$ cat src/rtl/rt_pkg.sv
// Shared ray-tracing types: fixed-point vectors, ray packing, generator
// state encoding and the signed-overflow helper used by the adders.
package rt_pkg;

    localparam int RT_W       = 32;
    localparam int RAY_ORIGIN = 1;
    localparam int RAY_DIR    = 0;

    typedef logic signed [RT_W-1:0] coord_t;
    typedef coord_t [2:0]           vec3_t;
    typedef vec3_t  [1:0]           ray_t;

    typedef enum logic [1:0] {
        IDLE = 2'd0,
        RUN  = 2'd1,
        DONE = 2'd2
    } state_t;

    // Two's-complement overflow: operands agree in sign, result does not.
    function automatic logic add_ovf(input logic a_sign, input logic b_sign, input logic s_sign);
        return (a_sign == b_sign) && (s_sign != a_sign);
    endfunction

endpackage

$ cat src/rtl/ray_gen_if.sv
// Camera-config / ray-stream bundle between the generator and its neighbours.
// master = ray generator, slave = the surrounding config + consumer side.
interface ray_gen_if import rt_pkg::*; #(
    parameter int W  = RT_W,
    parameter int XW = 12,
    parameter int YW = 12
);
    logic                     i_start;
    logic [XW-1:0]            i_width;
    logic [YW-1:0]            i_height;
    logic [2:0][W-1:0]        i_eye;
    logic [2:0][W-1:0]        i_dir00;
    logic [2:0][W-1:0]        i_du;
    logic [2:0][W-1:0]        i_dv;
    logic [1:0][2:0][W-1:0]   o_ray;
    logic                     o_valid;
    logic                     i_ready;
    logic [XW-1:0]            o_px_x;
    logic [YW-1:0]            o_px_y;
    logic                     o_last;
    logic                     o_busy;
    logic                     o_done;
    logic                     o_overflow;

    modport master (
        input  i_start, i_width, i_height, i_eye, i_dir00, i_du, i_dv, i_ready,
        output o_ray, o_valid, o_px_x, o_px_y, o_last, o_busy, o_done, o_overflow
    );

    modport slave (
        output i_start, i_width, i_height, i_eye, i_dir00, i_du, i_dv, i_ready,
        input  o_ray, o_valid, o_px_x, o_px_y, o_last, o_busy, o_done, o_overflow
    );
endinterface

$ cat src/rtl/ray_gen_vec3_add_ovf.sv
// Combinational 3-component wrapped signed add; ovf is the OR of the
// per-component signed overflows.
module vec3_add_ovf import rt_pkg::*; #(
    parameter int W = RT_W
) (
    input  logic [2:0][W-1:0] a,
    input  logic [2:0][W-1:0] b,
    output logic [2:0][W-1:0] sum,
    output logic              ovf
);

    // Per-component add with wrap, accumulating any overflow.
    always_comb begin
        sum = '0;
        ovf = 1'b0;
        for (int c = 0; c < 3; c++) begin
            sum[c] = a[c] + b[c];
            ovf    = ovf | add_ovf(a[c][W-1], b[c][W-1], sum[c][W-1]);
        end
    end

endmodule

$ cat src/rtl/ray_gen.sv
// Raster-scan ray source. Emits one ray per pixel (origin = eye, direction
// stepped incrementally by du along a row and dv between rows) over a
// valid/ready stream, then pulses o_done for one cycle.
module ray_gen import rt_pkg::*; #(
    parameter int W  = RT_W,
    parameter int XW = 12,
    parameter int YW = 12
) (
    input  logic     i_clk,
    input  logic     i_rst_n,
    ray_gen_if.master bus
);

    state_t            state_r;
    state_t            state_s;
    logic [XW-1:0]     width_r;
    logic [XW-1:0]     x_r;
    logic [YW-1:0]     height_r;
    logic [YW-1:0]     y_r;
    logic [2:0][W-1:0] eye_r;
    logic [2:0][W-1:0] dir_r;
    logic [2:0][W-1:0] row_base_r;
    logic [2:0][W-1:0] du_r;
    logic [2:0][W-1:0] dv_r;
    logic [2:0][W-1:0] du_sum_s;
    logic [2:0][W-1:0] dv_sum_s;
    logic              du_ovf_s;
    logic              dv_ovf_s;
    logic              ovf_r;
    logic              load_s;
    logic              run_s;
    logic              xfer_s;
    logic              end_row_s;
    logic              last_row_s;

    assign run_s      = (state_r == RUN);
    assign xfer_s     = run_s && bus.i_ready;
    assign end_row_s  = (x_r == (width_r - XW'(1)));
    assign last_row_s = (y_r == (height_r - YW'(1)));

    // Next direction along the row, and first direction of the next row.
    vec3_add_ovf #(.W(W)) u_du_add (
        .a   (dir_r),
        .b   (du_r),
        .sum (du_sum_s),
        .ovf (du_ovf_s)
    );

    vec3_add_ovf #(.W(W)) u_dv_add (
        .a   (row_base_r),
        .b   (dv_r),
        .sum (dv_sum_s),
        .ovf (dv_ovf_s)
    );

    // State register.
    always_ff @(posedge i_clk or negedge i_rst_n) begin
        if (!i_rst_n) begin
            state_r <= IDLE;
        end else begin
            state_r <= state_s;
        end
    end

    // Next-state logic; load_s marks a start that opens a non-empty frame.
    always_comb begin
        state_s = state_r;
        load_s  = 1'b0;
        case (state_r)
            IDLE: begin
                if (bus.i_start) begin
                    if ((bus.i_width != {XW{1'b0}}) && (bus.i_height != {YW{1'b0}})) begin
                        state_s = RUN;
                        load_s  = 1'b1;
                    end else begin
                        state_s = DONE;
                    end
                end else begin
                    state_s = IDLE;
                end
            end
            RUN: begin
                if (xfer_s && end_row_s && last_row_s) begin
                    state_s = DONE;
                end else begin
                    state_s = RUN;
                end
            end
            DONE: begin
                state_s = IDLE;
            end
            default: begin
                state_s = IDLE;
            end
        endcase
    end

    // Frame datapath: latch config at start, step pixel and direction on transfer.
    always_ff @(posedge i_clk or negedge i_rst_n) begin
        if (!i_rst_n) begin
            width_r    <= {XW{1'b0}};
            height_r   <= {YW{1'b0}};
            x_r        <= {XW{1'b0}};
            y_r        <= {YW{1'b0}};
            eye_r      <= '0;
            dir_r      <= '0;
            row_base_r <= '0;
            du_r       <= '0;
            dv_r       <= '0;
            ovf_r      <= 1'b0;
        end else if (load_s) begin
            width_r    <= bus.i_width;
            height_r   <= bus.i_height;
            x_r        <= {XW{1'b0}};
            y_r        <= {YW{1'b0}};
            eye_r      <= bus.i_eye;
            dir_r      <= bus.i_dir00;
            row_base_r <= bus.i_dir00;
            du_r       <= bus.i_du;
            dv_r       <= bus.i_dv;
            ovf_r      <= 1'b0;
        end else if (xfer_s) begin
            if (!end_row_s) begin
                dir_r <= du_sum_s;
                x_r   <= x_r + XW'(1);
                ovf_r <= ovf_r | du_ovf_s;
            end else if (!last_row_s) begin
                row_base_r <= dv_sum_s;
                dir_r      <= dv_sum_s;
                x_r        <= {XW{1'b0}};
                y_r        <= y_r + YW'(1);
                ovf_r      <= ovf_r | dv_ovf_s;
            end else begin
                // Last pixel accepted: counters hold, FSM moves to DONE.
                x_r <= x_r;
            end
        end else begin
            x_r <= x_r;
        end
    end

    // Ray packing puts origin in the upper slot ([1]) and direction in [0].
    assign bus.o_ray      = {eye_r, dir_r};
    assign bus.o_valid    = run_s;
    assign bus.o_busy     = run_s;
    assign bus.o_done     = (state_r == DONE);
    assign bus.o_last     = run_s && end_row_s && last_row_s;
    assign bus.o_px_x     = x_r;
    assign bus.o_px_y     = y_r;
    assign bus.o_overflow = ovf_r;

endmodule

$ cat src/flat_wrapper.sv
// flat-port wrapper written by rule: the top's interface ports become plain ports
module ray_gen_flat import rt_pkg::*;
#(
    parameter int W  = RT_W,
    parameter int XW = 12,
    parameter int YW = 12
)
  (i_clk, i_rst_n, bus_i_start, bus_i_width, bus_i_height, bus_i_eye, bus_i_dir00, bus_i_du, bus_i_dv, bus_i_ready, bus_o_ray, bus_o_valid, bus_o_px_x, bus_o_px_y, bus_o_last, bus_o_busy, bus_o_done, bus_o_overflow);
  ray_gen_if #(.W(W), .XW(XW), .YW(YW)) bus_i ();
  input  logic i_clk;
  input  logic i_rst_n;
  input wire logic [$bits(bus_i.i_start)-1:0] bus_i_start;
  input wire logic [$bits(bus_i.i_width)-1:0] bus_i_width;
  input wire logic [$bits(bus_i.i_height)-1:0] bus_i_height;
  input wire logic [$bits(bus_i.i_eye)-1:0] bus_i_eye;
  input wire logic [$bits(bus_i.i_dir00)-1:0] bus_i_dir00;
  input wire logic [$bits(bus_i.i_du)-1:0] bus_i_du;
  input wire logic [$bits(bus_i.i_dv)-1:0] bus_i_dv;
  input wire logic [$bits(bus_i.i_ready)-1:0] bus_i_ready;
  output wire logic [$bits(bus_i.o_ray)-1:0] bus_o_ray;
  output wire logic [$bits(bus_i.o_valid)-1:0] bus_o_valid;
  output wire logic [$bits(bus_i.o_px_x)-1:0] bus_o_px_x;
  output wire logic [$bits(bus_i.o_px_y)-1:0] bus_o_px_y;
  output wire logic [$bits(bus_i.o_last)-1:0] bus_o_last;
  output wire logic [$bits(bus_i.o_busy)-1:0] bus_o_busy;
  output wire logic [$bits(bus_i.o_done)-1:0] bus_o_done;
  output wire logic [$bits(bus_i.o_overflow)-1:0] bus_o_overflow;
  assign bus_i.i_start = bus_i_start;
  assign bus_i.i_width = bus_i_width;
  assign bus_i.i_height = bus_i_height;
  assign bus_i.i_eye = bus_i_eye;
  assign bus_i.i_dir00 = bus_i_dir00;
  assign bus_i.i_du = bus_i_du;
  assign bus_i.i_dv = bus_i_dv;
  assign bus_i.i_ready = bus_i_ready;
  assign bus_o_ray = bus_i.o_ray;
  assign bus_o_valid = bus_i.o_valid;
  assign bus_o_px_x = bus_i.o_px_x;
  assign bus_o_px_y = bus_i.o_px_y;
  assign bus_o_last = bus_i.o_last;
  assign bus_o_busy = bus_i.o_busy;
  assign bus_o_done = bus_i.o_done;
  assign bus_o_overflow = bus_i.o_overflow;
  ray_gen #(.W(W), .XW(XW), .YW(YW)) u_core (.i_clk(i_clk), .i_rst_n(i_rst_n), .bus(bus_i));
endmodule
$ cat config.mk
export PLATFORM = sky130hd
export DESIGN_NAME = ray_gen_flat
export DESIGN_NICKNAME = d
export VERILOG_FILES = /design/src/rtl/rt_pkg.sv /design/src/rtl/ray_gen_if.sv /design/src/rtl/ray_gen_vec3_add_ovf.sv /design/src/rtl/ray_gen.sv /design/src/flat_wrapper.sv
export SDC_FILE = /design/constraint.sdc
export NUM_CORES = 2
export LEC_CHECK = 0
export BUFFER_PORTS_ARGS = -buffer_cell sky130_fd_sc_hd__buf_4
export CORE_ASPECT_RATIO = 1.75
export CORE_MARGIN = 5
export CORE_UTILIZATION = 40
export DETAILED_ROUTE_END_ITERATION = 7
export MAX_ROUTING_LAYER = met4
export PLACE_DENSITY_LB_ADDON = 0.25
export SLEW_MARGIN = 40
export SYNTH_ARGS = -nofsm -noshare
export SYNTH_HDL_FRONTEND = slang
export SYNTH_SLANG_ARGS = --single-unit
$ cat constraint.sdc
create_clock -name i_clk -period 8.5 [get_ports i_clk]
set_input_delay 0 -clock i_clk [delete_from_list [all_inputs] [get_ports i_clk]]
set_output_delay 0 -clock i_clk [all_outputs]
set_load 0.02 [all_outputs]
== Yosys cells after proc, flatten, opt, wreduce, memory -nomap -nowiden ==
Index checks and enable logic that the tools add are counted.
Widths: inputs -> output; s select.

* Output and inout bits: 221
* Bits of input ports: 412
* Register bits: 531

* Add/subtract/negate cells: 10
* Bitwise gates (word level): 6
* Reduce and logical (&&, ||, !) cells: 19
* Equality and inequality tests: 18
* Muxes and demuxes: 26

{| class="wikitable"
|+ Operators by type and width
! cell !! count
|-
| $mux 96 || 7
|-
| $add 32x32->32 || 6
|-
| $mux 12 || 8
|-
| $add 12x1->12 const B || 2
|-
| $eq 12x12->1 || 2
|-
| $reduce_bool 12->1 || 2
|-
| $sub 12x1->12 const B || 2
|-
| $logic_and 1x1->1 || 12
|-
| $mux 1 || 7
|-
| $eq 1x1->1 || 6
|-
| $mux 2 || 3
|-
| $ne 1x1->1 || 6
|-
| $or 1x1->1 || 6
|-
| $pmux 2 s2 || 1
|-
| $reduce_bool 2->1 || 2
|-
| $ne 3x2->1 const B || 1
|-
| $reduce_and 3->1 || 1
|-
| $eq 2x1->1 const B || 1
|-
| $eq 2x2->1 const B || 1
|-
| $logic_not 2->1 || 1
|-
| $ne 2x1->1 const B || 1
|-
| $reduce_and 2->1 || 1
|}

== Depth between registers and ports, before layout ==
* Word-level depth: 10
* Depth in mapped cells: 14

== Cells and area by module ==
A second synthesis with hierarchy kept.

* Cells, all modules: 3781
* Area total of the unflattened synthesis: 33264.4 um^2

{| class="wikitable"
|+ By module, submodules not included
! module !! cells each !! area an instance (um^2) !! times used
|-
| ray_gen || 2445 || 23576.4 || 1
|-
| vec3_add_ovf at u_core.u_dv_add || 694 || 4966.0 || 1
|-
| vec3_add_ovf at u_core.u_du_add || 642 || 4722.0 || 1
|}

== Least setup slack after synthesis ==
OpenSTA, ideal clock, no wires.

* Path type: reg-to-reg
* Start point: reg u_core.dir_r, in the netlist u_core.bus.o_ray[1]
* End point: reg u_core.ovf_r (netlist: u_core.bus.o_overflow)
* Cell stages (with the launch flop): 12
* Setup slack: 5324 ps
* Arrival: 3044 ps
* Cell sequence: dfrtp_1 > ha_1 > a211oi_1 > o211ai_1 > a211oi_1 > a211oi_1 > a2111oi_0 > o21bai_1 > mux2i_1 > or4_1 > o21ai_0 > a31oi_1

* Cells in the longest elaborated chain, start to end: 9

{| class="wikitable"
|+ RTL lines
! element !! line !! RTL
|-
| start, declared || ray_gen.sv:21 || <nowiki>logic [2:0][W-1:0] dir_r;</nowiki>
|-
| start signal, assigned || ray_gen.sv:117 || <nowiki>dir_r <= bus.i_dir00;</nowiki>
|-
| start signal, assigned || ray_gen.sv:124 || <nowiki>dir_r <= du_sum_s;</nowiki>
|-
| start signal, assigned || ray_gen.sv:129 || <nowiki>dir_r <= dv_sum_s;</nowiki>
|-
| $add 32x32->32 || ray_gen_vec3_add_ovf.sv:17 || <nowiki>sum[c] = a[c] + b[c];</nowiki>
|-
| $ne 1x1->1 || rt_pkg.sv:21 || <nowiki>return (a_sign == b_sign) && (s_sign != a_sign);</nowiki>
|-
| $logic_and 1x1->1 || rt_pkg.sv:21 ||
|-
| $or 1x1->1 (2 in series) || ray_gen_vec3_add_ovf.sv:18 || <nowiki>ovf = ovf | add_ovf(a[c][W-1], b[c][W-1], sum[c][W-1]);</nowiki>
|-
| $or 1x1->1 || ray_gen.sv:126 || <nowiki>ovf_r <= ovf_r | du_ovf_s;</nowiki>
|-
| $mux 1 || ray_gen.sv:123 || <nowiki>if (!end_row_s) begin</nowiki>
|-
| $mux 1 || ray_gen.sv:122 || <nowiki>end else if (xfer_s) begin</nowiki>
|-
| $mux 1 || ray_gen.sv:111 || <nowiki>end else if (load_s) begin</nowiki>
|-
| end signal, assigned || ray_gen.sv:126 ||
|-
| end signal, assigned || ray_gen.sv:132 || <nowiki>ovf_r <= ovf_r | dv_ovf_s;</nowiki>
|-
| end, declared || ray_gen.sv:29 || <nowiki>logic ovf_r;</nowiki>
|}

No other way between the ends. The select of a mux whose other input is x is not followed.
A chain may end at the register's enable or synchronous reset.

== Worst setup path after layout ==
* Start point: reg u_core.width_r[0]
* End point: reg u_core.dir_r, in the netlist u_core.bus.o_ray[59]

* Cells in the longest elaborated chain, start to end: 5

{| class="wikitable"
|+ RTL lines
! element !! line !! RTL
|-
| start, declared || ray_gen.sv:16 || <nowiki>logic [XW-1:0] width_r;</nowiki>
|-
| start signal, assigned || ray_gen.sv:101 || <nowiki>width_r <= {XW{1'b0}};</nowiki>
|-
| start signal, assigned || ray_gen.sv:112 || <nowiki>width_r <= bus.i_width;</nowiki>
|-
| $sub 12x1->12 * || ray_gen.sv:38 || <nowiki>assign end_row_s = (x_r == (width_r - XW'(1)));</nowiki>
|-
| $eq 12x12->1 * || ray_gen.sv:38 ||
|-
| $mux 96 || ray_gen.sv:123 ||
|-
| $mux 96 || ray_gen.sv:122 ||
|-
| $mux 96 || ray_gen.sv:111 ||
|}

Every way passes the cells marked *; elsewhere a longest branch is shown, timed or not. The select of a mux whose other input is x is not followed.

==> flow_summary.ini <==
[synth]
yosysMostFrequentCell = nand2_1
synth_ff_type = dfrtp_1
synth-simple-area-share = 0.2232
synth-adder-area-share = 0.07799
avgSynthCellArea_um2 = 8.367
synth_seq_cells = 531
synth_top_family_by_area = simple AND/OR/NAND/NOR gates
synth_compound_area_frac = 0.1824
synth_edf_count = 0
yosys-top-cells-area = dfrtp_1, nand2_1, ha_1
synthArstFlopShare = 1.000
synthXorXnorAreaFrac = 0.05552
yosysWarnings = 0
ys_types = 85
yosys.area.top_type = dfrtp_1
muxShareOfSynthArea = 0.01508
ys_seq_area_frac = 0.4150
synth_common_cells = nand2_1, dfrtp_1, a21oi_1
syn_nets = 4435
synthCells = 3827
netlist_area_um2 = 32020
yosysTopAreaCellShare = 0.4150

[layout]
finalNonFillerCells = 5876
final_nets = 5385
area_growth_pct = 37.05
drive_above_1_share = 0.1668
fill_cells = 7144

[place]
globalplace.congestion = 0.9378
place_inst = 5345
hpwlAfterDp_mm = 94.44
portBuffers = 632
place_ws_ns = 3.472

[clock_network]
cts_root_buffer = clkbuf_16
clk_pin_slew_ns = 0.07
h-tree-depth = 2
clock_latency_ns = 0.67
cts.sinks = 531
max-clock-path-buffers = 3
numCtsBuffers = 55
cts_tree = yes

[grt]
first_global_vias = 33550
antenna_found_initial = 15
grt_usage = 0.3010
grt_pass1_wl_mm = 197.7
grt_max_degree = 180
overflow = 0

[run_status]
status = finished clean

[floorplan]
ioPinCount = 633
die_area_um2 = 86040
rows = 137
die_y_um = 384.3
initial_utilization = 0.4026
die-width_um = 223.9
coreArea_um2 = 79540

[setup_path]
arrival_ns = 5.60
cp.depth = 13
path_common_cell = buf_4
cp-end-kind = register
crit_slowest_cell = and3_2
ff2ff_path_depth = 13
critPathTopFamily = simple AND/OR/NAND/NOR gates
crit_buf_inv = 4
crit_fanout = 44
crit_chain = inv_1, ha_1, nor3b_2, nand3_1, xnor2_1, a2111oi_0, and4_2, buf_4, and3_2, buf_4, clkinv_2, o21ai_0, a211o_1
cp.required_ns = 9.09
critPathLaunchType = register
slowest_delay_ns = 0.76
crit_type = reg -> reg

[detailed_routing]
routed_via_density = 5.502
antenna_left = 0
first_pass_iters = 5
drt_iter0_drc = 2260
vias = 32330
drc = 0
postRouteWirelength_mm = 130.3
wire_per_inst_um = 22.17

[sta]
worstMarginPinSlew_ns = 0.9425
layout_setup_ws_ns = 3.499
finalMaxSlewViolations = 0
slew_headroom = 0.3716
fin_skew_ns = 0.04264
fmax_mhz = 200.0
rsz0062_at_grt = false
final_hold_viol_count = 0
finalCritPeriodShare = 0.5883
min_period_ns = 5.001
setup_viol = 0
setup_tns_ns = 0

[worst_hold_path]
worstHoldPathCells = 4
hold_path_class = in -> reg

[pwr]
ir_drop_mv = 0.1892
p_leak_nw = 21.87
power_w = 0.01428
p_per_area_nw_per_um2 = 325.4

[flow_run]
cap_violations = 0
-- tightest hold or removal path, stage by stage --
cell	delay [ns]
dlygate4sd3_1	0.52
buf_4	0.10
nand2_1	0.04
nand2_1	0.04
-- cell families after synthesis --
kind of cell / Yosys count
AND/OR/NAND/NOR: 1722
AO/OA/AOI/OAI: 894
flip-flops: 531
buffers and inverters: 233
XOR/XNOR: 203
adder cells (fa/ha/maj): 196
multiplexers: 48
-- metrics by stage --
stage          utilization  area [um2]  hold WS [ns]
2_1_floorplan            -       32020       -0.2956
3_3_place_gp        0.4725       37580        0.1601
3_5_place_dp        0.4738       37680      -0.01013
4_1_cts             0.5501       43750       0.03523
5_1_grt             0.5517       43880       0.07719
6_report            0.5518       43890       0.06186
-- sequential cells by signal (all words and copies together), names as in the netlist --
register / flops
u_core.dv_r: 96
u_core.height_r: 12
u_core.du_r: 96
u_core.bus.o_px_x: 12
u_core.row_base_r: 96
u_core.bus.o_overflow: 1
u_core.bus.o_px_y: 12
u_core.bus.o_ray: 192
u_core.width_r: 12
u_core.state_r: 2
-- repair_timing --
| action | 4_1_cts | 5_1_grt |
|---|---|---|
| gates resized for setup | 0 | 0 |
| buffers inserted | 0 | 0 |
| hold endpoints to repair | 768 | 0 |
| hold buffers | 413 | 0 |
-- placed cells by master, fill, tap and decap left out, types with 103 or more instances in the layout --
master,instances
nand2_1,1217
buf_4,649
xnor2_1,117
o21ai_0,173
dlygate4sd3_1,412
dfrtp_1,531
nor2_1,199
a21o_1,103
ha_1,190
a21oi_1,221
-- path summary, 6_finish.rpt --
check                                       from               endpoint  slack (ns)
max in group asynchronous                i_rst_n      u_core.width_r[7]        6.26
min reg2reg                u_core.bus.o_ray[115]  u_core.bus.o_ray[115]        0.47
min in group asynchronous                i_rst_n   u_core.bus.o_ray[40]        0.52
max                            u_core.width_r[0]   u_core.bus.o_ray[59]        3.50
min                                bus_i_eye[59]  u_core.bus.o_ray[155]        0.06
max reg2reg                    u_core.width_r[0]   u_core.bus.o_ray[59]        3.50
-- routing by layer --
layer  GRT usage  wire, um  vias to the layer above
li1            -         -                    15230
met1      0.3518     50940                    15540
met5           -         0                        -
met4      0.1366      7265                        0
met3     0.04444      7898                      321
met2      0.5129     64180                     1238
-- cell type report --
class	instances	area (um2)	share of cell area
multi-input combinational	3063	17810	0.4058
sequential	531	13290	0.3028
timing repair buffer	1080	9360	0.2133
clock buffer	67	1501	0.03421
tap	1042	1304	0.02971
clock inverter	33	414.1	0.009437
inverter	46	173.9	0.003963
antenna	14	35.03	0.0007983
-- where the power goes --
part	internal, W	leakage (nW)	switching, W
Sequential	0.00332	6.57	0.000800
Clock	0.00148	0.928	0.00116
Combinational	0.00318	14.4	0.00434
Total	0.00798	21.9	0.00630
No activity file was read; power rests on OpenSTA's default activity.
